`src/rtl/alu_pkg.sv`:
```
// Shared definitions for the sequential ALU.
// - Opcode encodings (OP_ADD..OP_MUL); codes 9 and above are reserved.
// - Bit positions of the C/L/F/Z/N flags inside the flag register.
// - Controller FSM state encoding.
package alu_pkg;

    localparam int unsigned OP_ADD = 0;
    localparam int unsigned OP_SUB = 1;
    localparam int unsigned OP_CMP = 2;
    localparam int unsigned OP_AND = 3;
    localparam int unsigned OP_OR  = 4;
    localparam int unsigned OP_XOR = 5;
    localparam int unsigned OP_MOV = 6;
    localparam int unsigned OP_LSH = 7;
    localparam int unsigned OP_MUL = 8;

    localparam int unsigned FLAG_C    = 0;
    localparam int unsigned FLAG_L    = 1;
    localparam int unsigned FLAG_F    = 2;
    localparam int unsigned FLAG_Z    = 3;
    localparam int unsigned FLAG_N    = 4;
    localparam int unsigned NUM_FLAGS = 5;

    typedef enum logic [0:0] {
        StIdle,
        StMul
    } state_e;

endpackage

```
`src/rtl/alu_seq_if.sv`:
```
// Issue/result interface between the execute-stage controller and the ALU.
// - start/op/a/b : issue request from the controller
// - ready/done   : handshake back to the controller
// - result, C/L/F/Z/N : registered result and persistent flags
// The master modport is the controller side; the slave modport is the ALU side.
interface alu_seq_if #(
    parameter int unsigned WIDTH = 16,
    parameter int unsigned OPW   = 4
) ();

    logic             start;
    logic [OPW-1:0]   op;
    logic [WIDTH-1:0] a;
    logic [WIDTH-1:0] b;
    logic             ready;
    logic             done;
    logic [WIDTH-1:0] result;
    logic             C;
    logic             L;
    logic             F;
    logic             Z;
    logic             N;

    modport master (
        output start, op, a, b,
        input  ready, done, result, C, L, F, Z, N
    );

    modport slave (
        input  start, op, a, b,
        output ready, done, result, C, L, F, Z, N
    );

endinterface

```
`src/rtl/alu_mul_iter.sv`:
```
// Iterative shift-add multiplier, one partial product per step.
// - clk, reset_n : clock and synchronous active-low reset
// - load_i       : capture a_i/b_i and clear the accumulator
// - step_i       : add one partial product and advance the counter
// - last_o       : the current step is the final (WIDTH-th) one
// - prod_o       : full 2*WIDTH product including the current step's partial product
module alu_mul_iter #(
    parameter int unsigned WIDTH = 16
) (
    input  logic               clk,
    input  logic               reset_n,
    input  logic               load_i,
    input  logic               step_i,
    input  logic [WIDTH-1:0]   a_i,
    input  logic [WIDTH-1:0]   b_i,
    output logic               last_o,
    output logic [2*WIDTH-1:0] prod_o
);

    localparam int unsigned CntW = (WIDTH > 1) ? $clog2(WIDTH) : 1;

    logic [2*WIDTH-1:0] acc_q, acc_d;
    logic [2*WIDTH-1:0] mcand_q, mcand_d;
    logic [WIDTH-1:0]   mplier_q, mplier_d;
    logic [CntW-1:0]    cnt_q, cnt_d;

    // Exposing the post-step sum lets the parent commit on the last step without an extra cycle.
    assign prod_o = acc_q + (mplier_q[0] ? mcand_q : '0);
    assign last_o = (cnt_q == CntW'(WIDTH - 1));

    always_comb begin
        acc_d    = acc_q;
        mcand_d  = mcand_q;
        mplier_d = mplier_q;
        cnt_d    = cnt_q;
        if (load_i) begin
            acc_d    = '0;
            mcand_d  = {{WIDTH{1'b0}}, a_i};
            mplier_d = b_i;
            cnt_d    = '0;
        end else if (step_i) begin
            acc_d    = prod_o;
            mcand_d  = mcand_q << 1;
            mplier_d = mplier_q >> 1;
            cnt_d    = cnt_q + CntW'(1);
        end
    end

    always_ff @(posedge clk) begin
        if (!reset_n) begin
            acc_q    <= '0;
            mcand_q  <= '0;
            mplier_q <= '0;
            cnt_q    <= '0;
        end else begin
            acc_q    <= acc_d;
            mcand_q  <= mcand_d;
            mplier_q <= mplier_d;
            cnt_q    <= cnt_d;
        end
    end

endmodule

```
`src/rtl/alu_seq.sv`:
```
// Registered execute-stage ALU with a persistent flag register.
// - clk, reset_n : clock and synchronous active-low reset (aborts an in-flight MUL)
// - bus (slave)  : start/op/a/b issue, ready/done handshake, result and C/L/F/Z/N flags
// Single-cycle ops commit on the accepting edge; MUL takes WIDTH further edges.
module alu_seq
    import alu_pkg::*;
#(
    parameter int unsigned WIDTH = 16,
    parameter int unsigned OPW   = 4
) (
    input  logic     clk,
    input  logic     reset_n,
    alu_seq_if.slave bus
);

    localparam int unsigned Msb = WIDTH - 1;

    state_e               state_q, state_d;
    logic [WIDTH-1:0]     result_q, result_d;
    logic [NUM_FLAGS-1:0] flags_q, flags_d;
    logic                 done_q, done_d;

    logic                 mul_load, mul_step, mul_last;
    logic [2*WIDTH-1:0]   mul_prod;

    logic [WIDTH:0]       add_full, sub_full;
    logic                 add_ovf, sub_ovf;
    logic                 lsh_neg;
    logic [WIDTH-1:0]     lsh_mag, lsh_res;

    alu_mul_iter #(.WIDTH(WIDTH)) u_mul (
        .clk    (clk),
        .reset_n(reset_n),
        .load_i (mul_load),
        .step_i (mul_step),
        .a_i    (bus.a),
        .b_i    (bus.b),
        .last_o (mul_last),
        .prod_o (mul_prod)
    );

    assign add_full = {1'b0, bus.a} + {1'b0, bus.b};
    assign sub_full = {1'b0, bus.a} - {1'b0, bus.b};
    assign add_ovf  = (bus.a[Msb] == bus.b[Msb]) && (add_full[Msb] != bus.a[Msb]);
    assign sub_ovf  = (bus.a[Msb] != bus.b[Msb]) && (sub_full[Msb] != bus.a[Msb]);

    // Shift amounts of WIDTH or more already yield zero, including the most negative b.
    assign lsh_neg  = bus.b[Msb];
    assign lsh_mag  = lsh_neg ? -bus.b : bus.b;
    assign lsh_res  = lsh_neg ? (bus.a >> lsh_mag) : (bus.a << lsh_mag);

    always_comb begin
        state_d  = state_q;
        result_d = result_q;
        flags_d  = flags_q;
        done_d   = 1'b0;
        mul_load = 1'b0;
        mul_step = 1'b0;
        unique case (state_q)
            StIdle: begin
                if (bus.start) begin
                    done_d = 1'b1;
                    case (bus.op)
                        OPW'(OP_ADD): begin
                            result_d        = add_full[WIDTH-1:0];
                            flags_d[FLAG_C] = add_full[WIDTH];
                            flags_d[FLAG_F] = add_ovf;
                        end
                        OPW'(OP_SUB): begin
                            result_d        = sub_full[WIDTH-1:0];
                            flags_d[FLAG_C] = sub_full[WIDTH];
                            flags_d[FLAG_F] = sub_ovf;
                        end
                        OPW'(OP_CMP): begin
                            flags_d[FLAG_Z] = (bus.a == bus.b);
                            flags_d[FLAG_L] = (bus.a < bus.b);
                            flags_d[FLAG_N] = ($signed(bus.a) < $signed(bus.b));
                        end
                        OPW'(OP_AND): result_d = bus.a & bus.b;
                        OPW'(OP_OR):  result_d = bus.a | bus.b;
                        OPW'(OP_XOR): result_d = bus.a ^ bus.b;
                        OPW'(OP_MOV): result_d = bus.b;
                        OPW'(OP_LSH): result_d = lsh_res;
                        OPW'(OP_MUL): begin
                            done_d   = 1'b0;
                            mul_load = 1'b1;
                            state_d  = StMul;
                        end
                        default: ; // reserved: done pulse only
                    endcase
                end
            end
            StMul: begin
                mul_step = 1'b1;
                if (mul_last) begin
                    result_d        = mul_prod[WIDTH-1:0];
                    flags_d[FLAG_F] = |mul_prod[2*WIDTH-1:WIDTH];
                    done_d          = 1'b1;
                    state_d         = StIdle;
                end
            end
            default: state_d = StIdle;
        endcase
    end

    always_ff @(posedge clk) begin
        if (!reset_n) begin
            state_q  <= StIdle;
            result_q <= '0;
            flags_q  <= '0;
            done_q   <= 1'b0;
        end else begin
            state_q  <= state_d;
            result_q <= result_d;
            flags_q  <= flags_d;
            done_q   <= done_d;
        end
    end

    assign bus.ready  = (state_q == StIdle);
    assign bus.done   = done_q;
    assign bus.result = result_q;
    assign bus.C      = flags_q[FLAG_C];
    assign bus.L      = flags_q[FLAG_L];
    assign bus.F      = flags_q[FLAG_F];
    assign bus.Z      = flags_q[FLAG_Z];
    assign bus.N      = flags_q[FLAG_N];

endmodule

```
`src/flat_wrapper.sv`:
```
// flat-port wrapper written by rule: the top's interface ports become plain ports
module alu_seq_flat import alu_pkg::*;
#(
    parameter int unsigned WIDTH = 16,
    parameter int unsigned OPW   = 4
)
  (clk, reset_n, bus_start, bus_op, bus_a, bus_b, bus_ready, bus_done, bus_result, bus_C, bus_L, bus_F, bus_Z, bus_N);
  alu_seq_if #(.WIDTH(WIDTH), .OPW(OPW)) bus_i ();
  input  logic clk;
  input  logic reset_n;
  input wire logic [$bits(bus_i.start)-1:0] bus_start;
  input wire logic [$bits(bus_i.op)-1:0] bus_op;
  input wire logic [$bits(bus_i.a)-1:0] bus_a;
  input wire logic [$bits(bus_i.b)-1:0] bus_b;
  output wire logic [$bits(bus_i.ready)-1:0] bus_ready;
  output wire logic [$bits(bus_i.done)-1:0] bus_done;
  output wire logic [$bits(bus_i.result)-1:0] bus_result;
  output wire logic [$bits(bus_i.C)-1:0] bus_C;
  output wire logic [$bits(bus_i.L)-1:0] bus_L;
  output wire logic [$bits(bus_i.F)-1:0] bus_F;
  output wire logic [$bits(bus_i.Z)-1:0] bus_Z;
  output wire logic [$bits(bus_i.N)-1:0] bus_N;
  assign bus_i.start = bus_start;
  assign bus_i.op = bus_op;
  assign bus_i.a = bus_a;
  assign bus_i.b = bus_b;
  assign bus_ready = bus_i.ready;
  assign bus_done = bus_i.done;
  assign bus_result = bus_i.result;
  assign bus_C = bus_i.C;
  assign bus_L = bus_i.L;
  assign bus_F = bus_i.F;
  assign bus_Z = bus_i.Z;
  assign bus_N = bus_i.N;
  alu_seq #(.WIDTH(WIDTH), .OPW(OPW)) u_core (.clk(clk), .reset_n(reset_n), .bus(bus_i));
endmodule
```
`config.mk`:
```
export PLATFORM = sky130hd
export DESIGN_NAME = alu_seq_flat
export DESIGN_NICKNAME = d
export VERILOG_FILES = /design/src/rtl/alu_pkg.sv /design/src/rtl/alu_seq_if.sv /design/src/rtl/alu_mul_iter.sv /design/src/rtl/alu_seq.sv /design/src/flat_wrapper.sv
export SDC_FILE = /design/constraint.sdc
export NUM_CORES = 1
export LEC_CHECK = 0
export CAP_MARGIN = 20
export CORE_MARGIN = 5
export CORE_UTILIZATION = 60
export DETAILED_ROUTE_END_ITERATION = 6
export PLACE_DENSITY = 0.78
export RECOVER_POWER = 25
export SLEW_MARGIN = 10
export SYNTH_ARGS = -nofsm -noshare
export SYNTH_HDL_FRONTEND = slang
export SYNTH_SLANG_ARGS = --single-unit
```
`constraint.sdc`:
```
create_clock -name clk -period 10.5 [get_ports clk]
set_clock_uncertainty 0.1 [all_clocks]
set_input_delay 2.1 -clock clk [delete_from_list [all_inputs] [get_ports clk]]
set_output_delay 2.1 -clock clk [all_outputs]
set_load 0.005 [all_outputs]
```
Word level (Yosys, flattened, before mapping)
Cells that the tools add are included.
Storage, ports and cells
  word-level logic and storage cells: 81
  flip-flop bits (word level): 107
  bits of input ports: 39
  output and inout bits: 23
Operators by class
  $lt $le $gt $ge: 2
  mux-type cells: 27
  eq/ne operators: 18
  reductions and logical operators: 11
  $add $sub $neg: 5
  shift operators: 2
  bitwise operators: 5
Operators by type and width (number)
  16-bit two-way mux: 8
  16-bit case mux with 7 select lines: 1
  32-bit adder: 1
  16-bit < comparator: 2
  32-bit two-way mux: 1
  16-bit case mux with 2 select lines: 1
  16-bit by 16-bit adder with 17-bit output: 1
  16-bit by 16-bit subtractor with 17-bit output: 1
  16-bit bitwise AND: 1
  16-bit == test: 1
  4-bit by 3-bit == test with 1-bit output, second input constant: 4
  16-bit negator: 1
  16-bit bitwise OR: 1
  16-bit OR reduction: 1
  16-bit by 16-bit << shifter with 16-bit output: 1
  16-bit by 16-bit >> shifter with 16-bit output: 1
  16-bit XOR: 1
  3-bit AND reduction: 4
  1-bit two-way mux: 10
  1-bit case mux with 2 select lines: 5
  4-bit by 2-bit == test with 1-bit output, second input constant: 2
  4-bit == test, second input constant: 2
  8-bit by 1-bit inequality test with 1-bit output, second input constant: 1
  4-bit by 1-bit adder with 4-bit output, second input constant: 1
  other kinds (11): 17

Logic depth before layout (Yosys ltp)
Gate-level depths: netlist of run 1.
  depth in word-level cells: 7
  depth in mapped cells: 15
  depth with buffers taken out: 14

Modules after synthesis
Synthesis of run 1 repeated with hierarchy kept, for this count alone.
Unflattened totals
  cell total of the unflattened synthesis: 1400
  area total of the unflattened synthesis: 10819.1 um2
By module, submodules not included
  alu_mul_iter: cells each 667, area each 5506.5 um2, instances 1, seq. area each 1681.6 um2
  alu_seq: cells each 733, area each 5312.6 um2, instances 1, seq. area each 460.4 um2

Least setup slack after synthesis of run 1
No wires, ideal clock.
  path kind: input to register
  from: input bus_b[0]
  to: register u_core.result_q[10], in the netlist u_core.bus.result[10]
  cell stages on the path: 13
  required time: 10.333 ns
  buffers on the path: 3
  path slack: 5.089 ns
  data arrival time: 5.244 ns
  setup time: 0.067 ns
  path through: clkbuf_1 inv_2 buf_1 ha_1 nor4b_1 nand3_1 o31ai_1 xnor2_1 nand3_2 or3_4 buf_6 o311a_1 a21oi_2
On the way
  word-level cells in the longest chain between the ends: 7
  elaborated cells on any way between the ends: 10
  those cells by class: add/sub (3); shift (2); mux (5)
Ends and longest elaborated chain
  from (decl): RTL line flat_wrapper.sv:14  | input wire logic [$bits(bus_i.b)-1:0] bus_b;
  16-bit negator: RTL line alu_seq.sv:49  | assign lsh_mag = lsh_neg ? -bus.b : bus.b;
  16-bit two-way mux: RTL line alu_seq.sv:49
  16-bit by 16-bit << shifter with 16-bit output or 16-bit by 16-bit >> shifter with 16-bit output (tied branches): RTL line alu_seq.sv:50  | assign lsh_res = lsh_neg ? (bus.a >> lsh_mag) : (bus.a << lsh_mag);
  16-bit two-way mux: RTL line alu_seq.sv:50
  16-bit case mux with 7 select lines (*): RTL line alu_seq.sv:63  | case (bus.op)
  16-bit two-way mux (*): RTL line alu_seq.sv:61  | if (bus.start) begin
  16-bit case mux with 2 select lines (*): RTL line alu_seq.sv:59  | unique case (state_q)
  to (signal assigned): RTL line alu_seq.sv:114  | result_q <= result_d;
  to (decl): RTL line alu_seq.sv:19  | logic [WIDTH-1:0] result_q, result_d;
Mark *: on every way between the ends. The rest lies on a longest branch, timed or not. The select of a mux whose other input is x is not followed.
A chain may end at the register's enable or synchronous reset.

Worst setup path after layout of run 1
  from: input bus_b[0]
  to: register u_core.result_q[14], in the netlist u_core.bus.result[14]
Same word-level chain as after synthesis.

==> results.json, run 1 <==
{
  "drv_slew": 45,
  "violations": "capacitance limit, slew limit",
  "post_dp_cell_area_um2": 11050,
  "pin_count": 62,
  "rrSetupSlack_ns": 5.12,
  "timing.fmax_ghz": 0.1684,
  "rsz0062_at_grt": "no",
  "final_hold_viol_count": 0,
  "r2r-start": "u_core.u_mul.mplier_q[0]$_SDFFE_PN0P_",
  "yosys_warnings": 0,
  "cts_buffers": 9,
  "synthFlopType": "dfxtp_1",
  "yosysTopAreaCell": "dfxtp_1",
  "relSlewSlack_pct": -19.65,
  "drt_iter0_drc": 1444,
  "synthArstFlopShare_pct": 0,
  "h-tree-depth": 3,
  "start_util_pct": 60.70,
  "setup_viol": 0,
  "tritoncts": "built",
  "grt_pass1_wl_um": 57960,
  "die_y_um": 141.6,
  "hold_start": "u_core.flags_q[0]$_SDFFE_PN0P_",
  "finalInstanceArea_um2": 11380,
  "synth.avg_cell_area_um2": 7.374,
  "ys_ff_latch": 107,
  "hp-class": "flop to flop",
  "synth_cell_types": 81,
  "synth_most_common_cell": "nor2_1",
  "wl_per_cell_um": 22.88,
  "crit_buf_inv": 2,
  "post-route-period-util_pct": 56.54,
  "clock_sinks": 107,
  "routed_wl_um": 37360,
  "synth_edf_count": 0,
  "synth_area_leaders": "dfxtp_1 21%, ha_1 9.8%, a21oi_1 6.3%",
  "critPathTopFamily": "compound AO/OA/AOI/OAI gates",
  "viasPerCell": 6.800,
  "cts.clk_slew.worst_paths_ns": 0.07,
  "maxCapViolations": 1,
  "power.leakage_nw": 4.588,
  "cp.required_ns": 10.66,
  "critPathArrivalTime_ns": 6.10,
  "finalCriticalPeriod_ns": 5.937,
  "cp_cell_sequence": "buf_2 -> inv_2 -> ha_1 -> mux2_2 -> mux2i_1 -> nand2_1 -> a31oi_1 -> nor2_1 -> o21ai_0 -> a21oi_2 -> a2111oi_1 -> a221oi_1 -> o21a_1",
  "cp_slowest_cell": "buf_2",
  "syn_area_um2": 10390,
  "cts_root_buf": "clkbuf_16",
  "final_layout_size_suffix_gt1_share_pct": 5.398,
  "io_buffers": 61,
  "irDropWorstVdd_v": 0.0001190,
  "postCtsSetupRepairBufs": 0,
  "hold_path_depth": 2,
  "r2r_end": "u_core.flags_q[2]$_SDFFE_PN0P_",
  "min_to": "u_core.flags_q[0]$_SDFFE_PN0P_",
  "power_w": 0.001113,
  "fillers": 1512,
  "seq_area_frac_synth_pct": 20.62,
  "fp.dieW_um": 141.6,
  "critPathMaxFanout": 46,
  "core_area_um2": 17120,
  "clock_latency_ns": 0.37,
  "cts-resized-gates": 0,
  "timing.final.ws_setup_ns": 4.563,
  "grt_max_degree": 53,
  "grt_overflow": 0,
  "worstSetupStartpointType": "primary input",
  "netlist_instances": 1409,
  "outcome": "complete, but fails checks",
  "crit_type": "primary input to flop",
  "grt_pass1_vias": 10230,
  "vias": 11100,
  "finalNetCount": 1526,
  "diodes": 0,
  "syn_nets": 1532,
  "ff2ff_path_depth": 14,
  "fin_util_pct": 66.51,
  "dp_hpwl_um": 28010,
  "antenna_left": 0,
  "setup_tns_ns": 0,
  "grt_use_total_pct": 36.50,
  "clk_path_buf_depth": 2,
  "rows": 48,
  "end_kind": "flop",
  "area_delta_synth_final_pct": 9.561,
  "p_per_area_nw_per_um2": 97.75,
  "gp_congestion": 1.073,
  "max_stage_delay_ns": 0.71,
  "drt_pass1_iterations": 6,
  "cts_hold_buf": 0,
  "pre_cts_slack_ns": 4.287,
  "drc": 0,
  "die_area_um2": 20050,
  "yosysTopAreaCellShare_pct": 20.62,
  "tightestPinTransition_ns": 1.792,
  "antenna_found_initial": 1,
  "synth_commonest_cells": "168 x nor2_1, 136 x nand2_1, 131 x a21oi_1"
}
## state kept, by name (all words and copies together), names as in the netlist
register,flops
u_core.u_mul.acc_q,32
u_core.u_mul.mplier_q,16
u_core.state_q,1
u_core.bus.result,16
u_core.flags_q,5
u_core.u_mul.mcand_q,32
u_core.bus.done,1
u_core.u_mul.cnt_q,4
## cells in the final DEF, fill, tap and decap left out, types with 15 or more instances in the layout
cell / instances
a21oi_1: 131
a222oi_1: 31
a31oi_1: 15
and2_1: 38
buf_4: 19
clkdlybuf4s50_1: 37
dfxtp_1: 107
dlygate4sd3_1: 23
ha_1: 81
inv_1: 56
mux2i_1: 55
nand2_1: 136
nand3_1: 22
nor2_1: 168
nor3_1: 42
o211ai_1: 21
o21a_1: 18
o21ai_0: 93
xnor2_1: 42
xor2_1: 16
## through the flow
step	hold WS (ns)	cells
after floorplan	0.3482	1409
after global placement	0.3554	1615
after detailed placement	0.3583	1615
after CTS	0.3683	1631
after global routing	0.3865	1633
final	0.3645	1633
## power breakdown
part | internal (W) | total, W | switching [W] | leakage [nW]
clock network | 0.000170 | 0.000354 | 0.000183 | 0.146
registers | 0.000413 | 0.000420 | 0.00000704 | 0.866
logic | 0.000127 | 0.000339 | 0.000212 | 3.58
## layout make-up
cell class              instances  area, µm²  area share [%]
flip-flops and latches        107       2142           18.82
repair buffers                 82      783.3           6.881
well taps                     225      281.5           2.473
inverters                      59      221.5           1.945
clock buffers                   9      225.2           1.978
clock inverters                 7      85.08          0.7474
multi-input cells            1144       7645           67.16
## routing by layer
metal / routed length [µm] / vias to the layer above / share of wire [%] / GRT usage [%]
li1: - / 5139 / - / -
met1: 15590 / 5170 / 42 / 51.22
met2: 15580 / 674 / 42 / 51.82
met3: 4471 / 121 / 12 / 10.11
met4: 1711 / 0 / 4.6 / 16.77
met5: 0 / - / 0 / 0
## cell families (layout without fill, tap and decap cells)
kind of cell	Yosys count	in the layout	share of synthesized area, %
mux	70	70	8.105
buf+inv	158	157	5.913
fa+ha+maj	84	84	10.33
simple gates	502	502	22.80
compound gates	429	429	27.26
xor+xnor	59	59	4.973
flops	107	107	20.62
## how the worst max path moves through the flow
stage | startpoint | to | slack, ns | cells after the start
final | bus_b[0] | u_core.bus.result[14]$_SDFFE_PN0P_ | 4.56 | 13
after global routing | bus_b[0] | u_core.bus.result[14]$_SDFFE_PN0P_ | 4.24 | 13
after CTS | bus_b[0] | u_core.bus.result[14]$_SDFFE_PN0P_ | 4.64 | 13
after detailed placement | bus_b[0] | u_core.bus.result[14]$_SDFFE_PN0P_ | 4.29 | 13
after global placement | bus_b[0] | u_core.bus.result[14]$_SDFFE_PN0P_ | 4.29 | 13
after floorplan | bus_b[0] | u_core.bus.result[10]$_SDFFE_PN0P_ | 5.09 | 13
## tightest hold or removal path, stage by stage (launching register included)
cell and delay, ns:
dfxtp_1 0.31, nand2_1 0.05, o22ai_1 0.06
Power figures use the tool's default switching activity.
==> inputs of run 2 (changes only) <==
--- a/config.mk
+++ b/config.mk
@@ -7,9 +7,9 @@
 export LEC_CHECK = 0
 export CAP_MARGIN = 20
 export CORE_MARGIN = 5
-export CORE_UTILIZATION = 60
+export CORE_UTILIZATION = 56
 export DETAILED_ROUTE_END_ITERATION = 6
-export PLACE_DENSITY = 0.78
+export PLACE_DENSITY = 0.77
 export RECOVER_POWER = 25
 export SLEW_MARGIN = 10
 export SYNTH_ARGS = -nofsm -noshare
==> constraint.sdc (replaced) <==
create_clock -name clk -period 4.8 [get_ports clk]
set_clock_uncertainty 0.1 [all_clocks]
set_input_delay 0.96 -clock clk [delete_from_list [all_inputs] [get_ports clk]]
set_output_delay 0.96 -clock clk [all_outputs]
set_load 0.005 [all_outputs]
==> run 2 against run 1 <==
The flow now finishes without violations. Via count is 0.52% lower. Clock power grew 120%. First-iteration DRC count increased by 0.21%. Hold slack worse by 0.0072 ns. Non-clock buffer count grew 42. Combinational power up 130%. Sequential power rose by 120%. Final cell count is 2.8% higher. Sequential cell count stayed put. Global-route usage decreased by 3.9 points. Cell area increased by 2.7%. Critical path type is now flop to flop.
==> results.json, run 2 (synthesis gave the netlist of run 1 again) <==
{
  "outcome": "complete, no violations",
  "power.leakage_nw": 4.791,
  "final_cell_mix": "168 x nor2_1, 136 x nand2_1, 131 x a21oi_1",
  "grt_util_met1_pct": 48.24,
  "start_util_pct": 57.45,
  "cts_root_buf": "clkbuf_16",
  "final_hold_viol_count": 0,
  "crit_type": "flop to flop",
  "cts.clk_slew.worst_paths_ns": 0.09,
  "grt_overflow": 0,
  "wl_per_cell_um": 21.52,
  "combPwrFrac_pct": 31.0,
  "grt_max_degree": 52,
  "viasPerCell": 6.579,
  "drv_slew": 0,
  "top_regs": "u_core.u_mul.acc_q: 32 flops, u_core.u_mul.mcand_q: 32 flops",
  "drc": 0,
  "power_w": 0.002477,
  "timing.fmax_ghz": 0.2278,
  "critPathArrivalTime_ns": 4.54,
  "vias": 11050,
  "cp.required_ns": 4.95,
  "p_clk_share_pct": 31.9,
  "maxCapViolations": 0,
  "switchingPower_w": 0.0008923,
  "grt.busiest_layer": "met1",
  "seqPwrFrac_pct": 37.1,
  "worstSetupStartpointType": "flop",
  "area_delta_synth_final_pct": 12.55,
  "grt.met2_usage_pct": 46.33,
  "io_buffers": 61,
  "rsz0062_at_grt": "no",
  "final_common_cell": "nor2_1",
  "antenna_left": 0,
  "drt_pass1_iterations": 6,
  "die_area_um2": 21380,
  "grt_pass1_wl_um": 56380,
  "gp_congestion": 1.040,
  "die_y_um": 146.2,
  "diodes": 0,
  "final_layout_size_suffix_gt1_share_pct": 8.207,
  "routed_wl_um": 36130,
  "drt_iter0_drc": 1447,
  "clock_sinks": 107,
  "setup_viol": 0,
  "internal_power_w": 0.001585,
  "tritoncts": "built",
  "end_kind": "flop",
  "rows": 49,
  "gr-usage-met3_pct": 8.894,
  "h-tree-depth": 3,
  "dp_hpwl_um": 28170,
  "clock_latency_ns": 0.37,
  "core_area_um2": 18090,
  "grt_pass1_vias": 10080,
  "tightestPinTransition_ns": 1.207,
  "fillers": 1630,
  "relSlewSlack_pct": 19.51,
  "hold_path_depth": 2,
  "hp-class": "flop to flop",
  "post-route-period-util_pct": 91.44,
  "cts-resized-gates": 0,
  "pin_count": 62,
  "cts_hold_buf": 0,
  "ff2ff_path_depth": 13,
  "antenna_found_initial": 1,
  "finalCriticalPeriod_ns": 4.389,
  "fp.dieW_um": 146.2,
  "p_per_area_nw_per_um2": 211.9,
  "irDropWorstVdd_v": 0.0001929,
  "postCtsSetupRepairBufs": 0,
  "grt_use_total_pct": 32.59,
  "cts_buffers": 9,
  "finalNetCount": 1568,
  "critPathMaxFanout": 29,
  "clk_path_buf_depth": 2,
  "switching_share_pct": 36.02,
  "setup_tns_ns": 0
}
-- run 2: power groups by stage --
stage                     Combinational, W  Clock [W]  Sequential (W)
after global placement            0.000739          0        0.000940
final                             0.000767   0.000791        0.000919
after floorplan                   0.000470          0        0.000934
after CTS                         0.000745   0.000808        0.000919
after detailed placement          0.000741          0        0.000940
after global routing              0.000819   0.000843        0.000921
-- run 2: metal layers --
metal | wire length (µm) | share of wire [%]
met1 | 16380 | 45
met2 | 14850 | 41
met3 | 4050 | 11
met4 | 765 | 2.1
met5 | 77 | 0.21
-- run 2: path summary, 6_finish.rpt --
kind	from	to	slack [ns]
hold / removal	u_core.flags_q[3]$_SDFFE_PN0P_	u_core.flags_q[3]$_SDFFE_PN0P_	0.36
setup / recovery	u_core.u_mul.mplier_q[0]$_SDFFE_PN0P_	u_core.flags_q[2]$_SDFFE_PN0P_	0.41
setup reg to reg	u_core.u_mul.mplier_q[0]$_SDFFE_PN0P_	u_core.flags_q[2]$_SDFFE_PN0P_	0.41
hold reg to reg	u_core.flags_q[3]$_SDFFE_PN0P_	u_core.flags_q[3]$_SDFFE_PN0P_	0.36
-- run 2: area by class of cell --
type | instances | area, µm² | share of cell area (%)
clock buffers | 9 | 225.2 | 1.926
repair buffers | 124 | 1079 | 9.223
multi-input cells | 1144 | 7645 | 65.38
flip-flops and latches | 107 | 2146 | 18.35
well taps | 229 | 286.5 | 2.450
clock inverters | 7 | 91.34 | 0.7811
inverters | 59 | 221.5 | 1.894
-- run 2: metrics by stage --
step	utilization [%]	setup WS [ns]	hold slack [ns]	instance area [µm²]	instances
after floorplan	-	0.5294	0.3482	10390	1409
after global placement	62.94	0.2180	0.3488	11380	1663
after detailed placement	62.94	0.2523	0.3529	11380	1663
after CTS	64.69	0.4904	0.3636	11700	1679
after global routing	64.66	0.1765	0.3882	11690	1679
final	64.66	0.4107	0.3573	11690	1679
-- run 2: worst max-delay path, cell delays in order (launching register included) --
cell and delay, ns:
dfxtp_1 0.38, buf_4 0.31, and2_1 0.18, ha_1 0.29, a211o_1 0.32, o31ai_1 0.47
a21oi_1 0.24, xor2_1 0.22, a2111oi_2 0.42, o2111ai_1 0.15, or4b_1 0.53, o41ai_1 0.39
buf_4 0.18, a31oi_1 0.07
